--- config.mk ---
export PLATFORM = sky130hd
export DESIGN_NAME = knn_result_stream_flat
export DESIGN_NICKNAME = d
export VERILOG_FILES = /design/src/rtl/knn_result_stream_if.sv /design/src/rtl/knn_result_stream.sv /design/src/flat_wrapper.sv
export SDC_FILE = /design/constraint.sdc
export NUM_CORES = 1
export LEC_CHECK = 0
export CAP_MARGIN = 10
export CORE_MARGIN = 1.5
export CORE_UTILIZATION = 41
export CTS_CLUSTER_SIZE = 14
export DETAILED_ROUTE_END_ITERATION = 8
export GPL_ROUTABILITY_DRIVEN = 1
export PLACE_DENSITY = 0.73
export SLEW_MARGIN = 20
export SYNTH_ARGS = -nofsm -noshare
export SYNTH_HDL_FRONTEND = slang
export SYNTH_SLANG_ARGS = --single-unit
--- constraint.sdc ---
create_clock -name clk -period 1.93 [get_ports clk]
set_clock_uncertainty 0.05 [all_clocks]
set_input_delay 0.4825 -clock clk [delete_from_list [all_inputs] [get_ports clk]]
set_output_delay 0.4825 -clock clk [all_outputs]
set_load 0.005 [all_outputs]
--- src/rtl/knn_result_stream_if.sv ---
// Valid/ready beat stream carrying one classified query per transfer.
interface knn_result_stream_if #(
  parameter int QUERY_DATA_POINTS = 4,
  parameter int CLASSIFICATIONS   = 4
);
  localparam int CW = (CLASSIFICATIONS > 1) ? $clog2(CLASSIFICATIONS) : 1;
  localparam int IW = $clog2(QUERY_DATA_POINTS + 1);

  logic          out_valid;
  logic          out_ready;
  logic [IW-1:0] out_index;
  logic [CW-1:0] out_class;
  logic          out_match;
  logic          out_last;

  modport master (
    output out_valid, out_index, out_class, out_match, out_last,
    input  out_ready
  );

  modport slave (
    input  out_valid, out_index, out_class, out_match, out_last,
    output out_ready
  );
endinterface

--- src/rtl/knn_result_stream.sv ---
// Snapshots KNN labels on a done rising edge and streams them one query per beat,
// flagging matches against ground truth and tallying accepted matches.
module knn_result_stream #(
  parameter int   QUERY_DATA_POINTS = 4,
  parameter int   CLASSIFICATIONS   = 4,
  localparam int  CW = (CLASSIFICATIONS > 1) ? $clog2(CLASSIFICATIONS) : 1,
  localparam int  IW = $clog2(QUERY_DATA_POINTS + 1)
) (
  input  logic                 clk,
  input  logic                 reset,
  input  logic                 knn_done,
  input  logic [CW-1:0]        classif  [QUERY_DATA_POINTS],
  input  logic [CW-1:0]        expected [QUERY_DATA_POINTS],
  knn_result_stream_if.master  beat,
  output logic [IW-1:0]        correct_count,
  output logic                 busy,
  output logic                 done
);

  localparam logic [IW-1:0] LAST_IDX = IW'(QUERY_DATA_POINTS - 1);

  typedef enum logic [1:0] {
    IDLE,
    STREAM,
    FINISHED
  } state_t;

  state_t state, state_next;

  logic                         knn_done_q;
  logic [IW-1:0]                idx;
  logic [CW-1:0]                cap_class [QUERY_DATA_POINTS];
  logic [QUERY_DATA_POINTS-1:0] cap_match;

  logic start;
  logic capture;
  logic accept;
  logic is_last;
  logic cur_match;

  assign start     = knn_done & ~knn_done_q;
  assign capture   = (state == IDLE) & start;
  assign accept    = (state == STREAM) & beat.out_ready;
  assign is_last   = (idx == LAST_IDX);
  assign cur_match = cap_match[idx];

  always_ff @(posedge clk or negedge reset) begin
    if (!reset) begin
      state <= IDLE;
    end else begin
      state <= state_next;
    end
  end

  always_comb begin
    state_next = state;
    unique case (state)
      IDLE:     if (start)           state_next = STREAM;
      STREAM:   if (accept && is_last) state_next = FINISHED;
      FINISHED: if (!knn_done)       state_next = IDLE;
      default:                       state_next = IDLE;
    endcase
  end

  // Match bits are resolved at capture time, so only labels and one flag per query are held.
  always_ff @(posedge clk or negedge reset) begin
    if (!reset) begin
      knn_done_q    <= 1'b0;
      idx           <= '0;
      correct_count <= '0;
      cap_class     <= '{default: '0};
      cap_match     <= '0;
    end else begin
      knn_done_q <= knn_done;
      if (capture) begin
        for (int unsigned i = 0; i < unsigned'(QUERY_DATA_POINTS); i++) begin
          cap_class[i] <= classif[i];
          cap_match[i] <= (classif[i] == expected[i]);
        end
        idx           <= '0;
        correct_count <= '0;
      end else if (accept) begin
        correct_count <= correct_count + IW'(cur_match);
        if (!is_last) begin
          idx <= idx + 1'b1;
        end
      end
    end
  end

  assign busy = (state == STREAM);
  assign done = (state == FINISHED);

  // Beat fields are driven from registers and forced to zero outside the streaming state.
  assign beat.out_valid = busy;
  assign beat.out_index = busy ? idx : '0;
  assign beat.out_class = busy ? cap_class[idx] : '0;
  assign beat.out_match = busy & cur_match;
  assign beat.out_last  = busy & is_last;

endmodule

--- src/flat_wrapper.sv ---
// flat-port wrapper written by rule: the top's interface ports become plain ports
module knn_result_stream_flat 
#(
  parameter int   QUERY_DATA_POINTS = 4,
  parameter int   CLASSIFICATIONS   = 4,
  localparam int  CW = (CLASSIFICATIONS > 1) ? $clog2(CLASSIFICATIONS) : 1,
  localparam int  IW = $clog2(QUERY_DATA_POINTS + 1)
)
  (clk, reset, knn_done, classif, expected, correct_count, busy, done, beat_out_valid, beat_out_index, beat_out_class, beat_out_match, beat_out_last, beat_out_ready);
  knn_result_stream_if #(.QUERY_DATA_POINTS(QUERY_DATA_POINTS), .CLASSIFICATIONS(CLASSIFICATIONS)) beat_i ();
  input  logic clk;
  input  logic reset;
  input  logic knn_done;
  input  logic [CW-1:0] classif[QUERY_DATA_POINTS];
  input  logic [CW-1:0] expected[QUERY_DATA_POINTS];
  output logic [IW-1:0] correct_count;
  output logic busy;
  output logic done;
  output wire logic [$bits(beat_i.out_valid)-1:0] beat_out_valid;
  output wire logic [$bits(beat_i.out_index)-1:0] beat_out_index;
  output wire logic [$bits(beat_i.out_class)-1:0] beat_out_class;
  output wire logic [$bits(beat_i.out_match)-1:0] beat_out_match;
  output wire logic [$bits(beat_i.out_last)-1:0] beat_out_last;
  input wire logic [$bits(beat_i.out_ready)-1:0] beat_out_ready;
  assign beat_out_valid = beat_i.out_valid;
  assign beat_out_index = beat_i.out_index;
  assign beat_out_class = beat_i.out_class;
  assign beat_out_match = beat_i.out_match;
  assign beat_out_last = beat_i.out_last;
  assign beat_i.out_ready = beat_out_ready;
  knn_result_stream #(.QUERY_DATA_POINTS(QUERY_DATA_POINTS), .CLASSIFICATIONS(CLASSIFICATIONS)) u_core (.clk(clk), .reset(reset), .knn_done(knn_done), .classif(classif), .expected(expected), .beat(beat_i), .correct_count(correct_count), .busy(busy), .done(done));
endmodule
==> impl_metrics.json <==
{
  "yosys.area_share.simple": 0.214,
  "post-route-drc-count": 0,
  "n_antenna_cell": 0,
  "worstPathArrival_ns": 1.60,
  "post_synth_fa_ha_maj_area_fraction": 0.0452,
  "dieArea_um2": 3020,
  "die_h_um": 55.0,
  "yosys_top_cell_by_area": "sky130_fd_sc_hd__dfrtp_1",
  "hold-path-cell-count": 2,
  "critPathSlowestCell": "sky130_fd_sc_hd__mux4_2",
  "yosys.area_share.xor_xnor": 0.0791,
  "gp_routability_congestion": 0.673,
  "worstHoldEndpoint": "u_core.cap_class[5]",
  "max-vdd-ir-drop_mv": 0.872,
  "finish.instance_area_um2": 1670,
  "top_flip_flop_cell_by_instance_count_after_synthesis": "sky130_fd_sc_hd__dfrtp_1",
  "setup.worst_path.start_class": "flip-flop",
  "io_pins": 33,
  "wire_length_of_the_first_global_routing_pass_mm": 4.11,
  "synth-warning-count": 0,
  "total_number_of_vias": 934,
  "timing.max_cap.violations": 0,
  "drive_gt1_frac": 0.305,
  "grt_pass1_vias": 946,
  "maxSlewViolCount": 0,
  "worst_pin_slew_ns": 0.286,
  "tritoncts": "built",
  "cts_inserted_buffers": 3,
  "path_cells": "buf_6, mux4_2, and2_1, buf_2",
  "synth_area_um2": 1110,
  "mappedNetlistNets": 126,
  "final_setup_violation_count": 10,
  "powerDensity_nw_per_um2": 1350,
  "ant_nets": 0,
  "synth.lib_cells_used.distinct": 23,
  "synth_top_family_by_area": "simple AND/OR/NAND/NOR gates",
  "detail_route.wirelength_mm": 2.50,
  "maxSlewHeadroom": 0.809,
  "compound_gate_fraction_of_synth_area": 0.0836,
  "detailed_place_hpwl_mm": 1.74,
  "grt.total_usage": 0.197,
  "place_inst": 172,
  "average_size_of_a_mapped_cell_um2": 10.9,
  "timing.critical_path.to_type": "output pin",
  "largest_stage_delay_on_the_critical_path_ns": 0.49,
  "area_growth_syn_to_layout_pct": 51.0,
  "clock_root_buffer": "sky130_fd_sc_hd__clkbuf_4",
  "detailedRoute.firstPassIterationCount": 4,
  "ys_top_cells_by_count": "30 x sky130_fd_sc_hd__nand2_1, 21 x sky130_fd_sc_hd__dfrtp_1, 9 x sky130_fd_sc_hd__xor2_1",
  "yosys_register_bits": 21,
  "port_buffers": 32,
  "final_min_period_over_clock_period": 1.11,
  "largest_delay_contributor_family_on_the_critical_path": "multiplexers",
  "leakagePower_nw": 0.784,
  "fmax_ghz": 0.468,
  "final_nets": 179,
  "dr_wl_cell_um": 13.6,
  "insertion_delay_to_the_later_sink_of_the_worst_skew_pair_ns": 0.31,
  "critical_path.n_buffers_inverters": 2,
  "ys_async_sr_fraction": 1.00,
  "die-width_um": 55.0,
  "timing.critical_path.required_ns": 1.40,
  "grt.overflow.total": 0,
  "drt-vias-per-instance": 5.08,
  "synth_mux_area_frac": 0.0701,
  "rsz0062_at_grt": "yes",
  "detail_route.iter0.violations": 5,
  "rr_worst_depth": 9,
  "coreArea_um2": 2520,
  "launch_instance_of_the_worst_min_delay_path": "u_core.cap_class[5]",
  "final_cell_count_no_fill": 184,
  "worst_hold_path_type": "flip-flop to flip-flop",
  "post_synth_inst_count": 102,
  "timing_worst_setup_path_type": "flip-flop to output pin",
  "min_period_ns": 2.14,
  "post_synth_main_area_contributors": "sky130_fd_sc_hd__dfrtp_1 47%, sky130_fd_sc_hd__nand2_1 10%, sky130_fd_sc_hd__xor2_1 7.1%",
  "antenna_found_initial": 0,
  "dpl_cell_area_um2": 1530,
  "grt_start_max_net_pins": 22,
  "r2r-end": "u_core.idx[1]",
  "violated_checks": "negative setup slack",
  "post-synth-top-count-cell": "sky130_fd_sc_hd__nand2_1",
  "initial_utilization": 0.439,
  "cts.reportedPaths.clkPinSlew_ns": 0.11,
  "timing_hold_violations_final": 0,
  "worst_r2r_startpoint": "u_core.idx[0]",
  "ctsLongestPathBuffers": 2,
  "reg2reg_slack_ns": -0.09,
  "timing.critical_path.fanout_max": 4,
  "edff_count_synth": 0,
  "run_status": "finished, violations left",
  "cts_num_sinks": 21,
  "final_critical_path_setup_slack_ns": -0.207,
  "yosysTopAreaCellShare": 0.475,
  "ys_seq_area_frac": 0.475,
  "placementRows": 18,
  "cts_max_level": 1
}
==> power breakdown <==
group / leakage [nW] / internal [W] / switching [W]
combinational: 0.505 / 0.000779 / 0.000485
sequential: 0.264 / 0.000633 / 0.000142
clock: 0.0150 / 0.0000807 / 0.000132
==> layer usage <==
layer,vias to the layer above,share of wire,GRT usage
met5,-,0,0
met4,0,0.010,0.0894
met3,2,0.051,0.0242
met2,28,0.54,0.341
met1,454,0.40,0.247
li1,450,-,-
==> stage by stage <==
stage          setup WS, ns  utilization  total power, W  hold slack, ns  setup TNS (ns)
2_1_floorplan        0.0892            -         0.00132           0.137               0
3_5_place_dp         -0.203        0.606         0.00183           0.415           -1.03
5_1_grt              -0.262        0.663         0.00243           0.462           -1.62
3_3_place_gp         -0.200        0.606         0.00180           0.402           -1.06
4_1_cts              -0.219        0.645         0.00216           0.442          -0.883
6_report             -0.207        0.663         0.00225           0.442          -0.985
==> tightest hold or removal path, stage by stage, from the launching register on <==
cell,delay (ns)
sky130_fd_sc_hd__dfrtp_1,0.36
sky130_fd_sc_hd__nand2_1,0.05
sky130_fd_sc_hd__nand2_1,0.06
==> cell usage in the layout, fill, tap and decap left out, types with 4 or more instances in the layout <==
master / netlist / final
sky130_fd_sc_hd__and2_1: 7 / 5
sky130_fd_sc_hd__buf_4: 2 / 17
sky130_fd_sc_hd__buf_6: 1 / 6
sky130_fd_sc_hd__clkdlybuf4s50_1: 0 / 22
sky130_fd_sc_hd__dfrtp_1: 21 / 20
sky130_fd_sc_hd__nand2_1: 30 / 30
sky130_fd_sc_hd__nor2_1: 4 / 4
sky130_fd_sc_hd__o31ai_2: 4 / 4
sky130_fd_sc_hd__xor2_1: 9 / 9
==> final cells by class <==
class                           count  area [µm²]
Clock buffer                        4        26.3
Timing Repair Buffer               53         477
Multi-Input combinational cell     75         601
Fill cell                         215         851
Tap cell                           30        37.5
Inverter                            1        3.75
Sequential cell                    21         527
==> flip-flops by register name, indices dropped and copies added, names as in the netlist <==
register	cells
u_core.cap_class	8
u_core.correct_count	3
u_core.idx	3
u_core.cap_match	4
u_core.knn_done_q	1
u_core.state	2
==> cell families after synthesis <==
| kind of cell | after synthesis |
|---|---|
| AOI/OAI and AO/OA | 9 |
| adders and majority gates | 4 |
| buffers and inverters | 6 |
| and+or+nand+nor | 48 |
| muxes | 4 |
| DFF | 21 |
| xor gates and xnor gates | 10 |
==> how the worst max path moves through the flow <==
stage / from / end / slack [ns] / cells after the start
2_1_floorplan: u_core.idx[0] / u_core.correct_count[1] / 0.09 / 4
3_3_place_gp: u_core.idx[0] / beat_out_match / -0.20 / 3
3_5_place_dp: u_core.idx[0] / beat_out_match / -0.20 / 3
4_1_cts: u_core.idx[0] / beat_out_match / -0.22 / 4
5_1_grt: u_core.idx[0] / beat_out_class[0] / -0.26 / 4
6_report: u_core.idx[0] / beat_out_match / -0.21 / 4
==> what timing repair did <==
action                     4_1_cts  5_1_grt
buffers inserted                 6        3
setup endpoints to repair       11       12
pin swaps                        5        6
hold buffers                     0        0
gates resized for setup         35       10
Note: power is estimated with default switching activity, not from simulation.
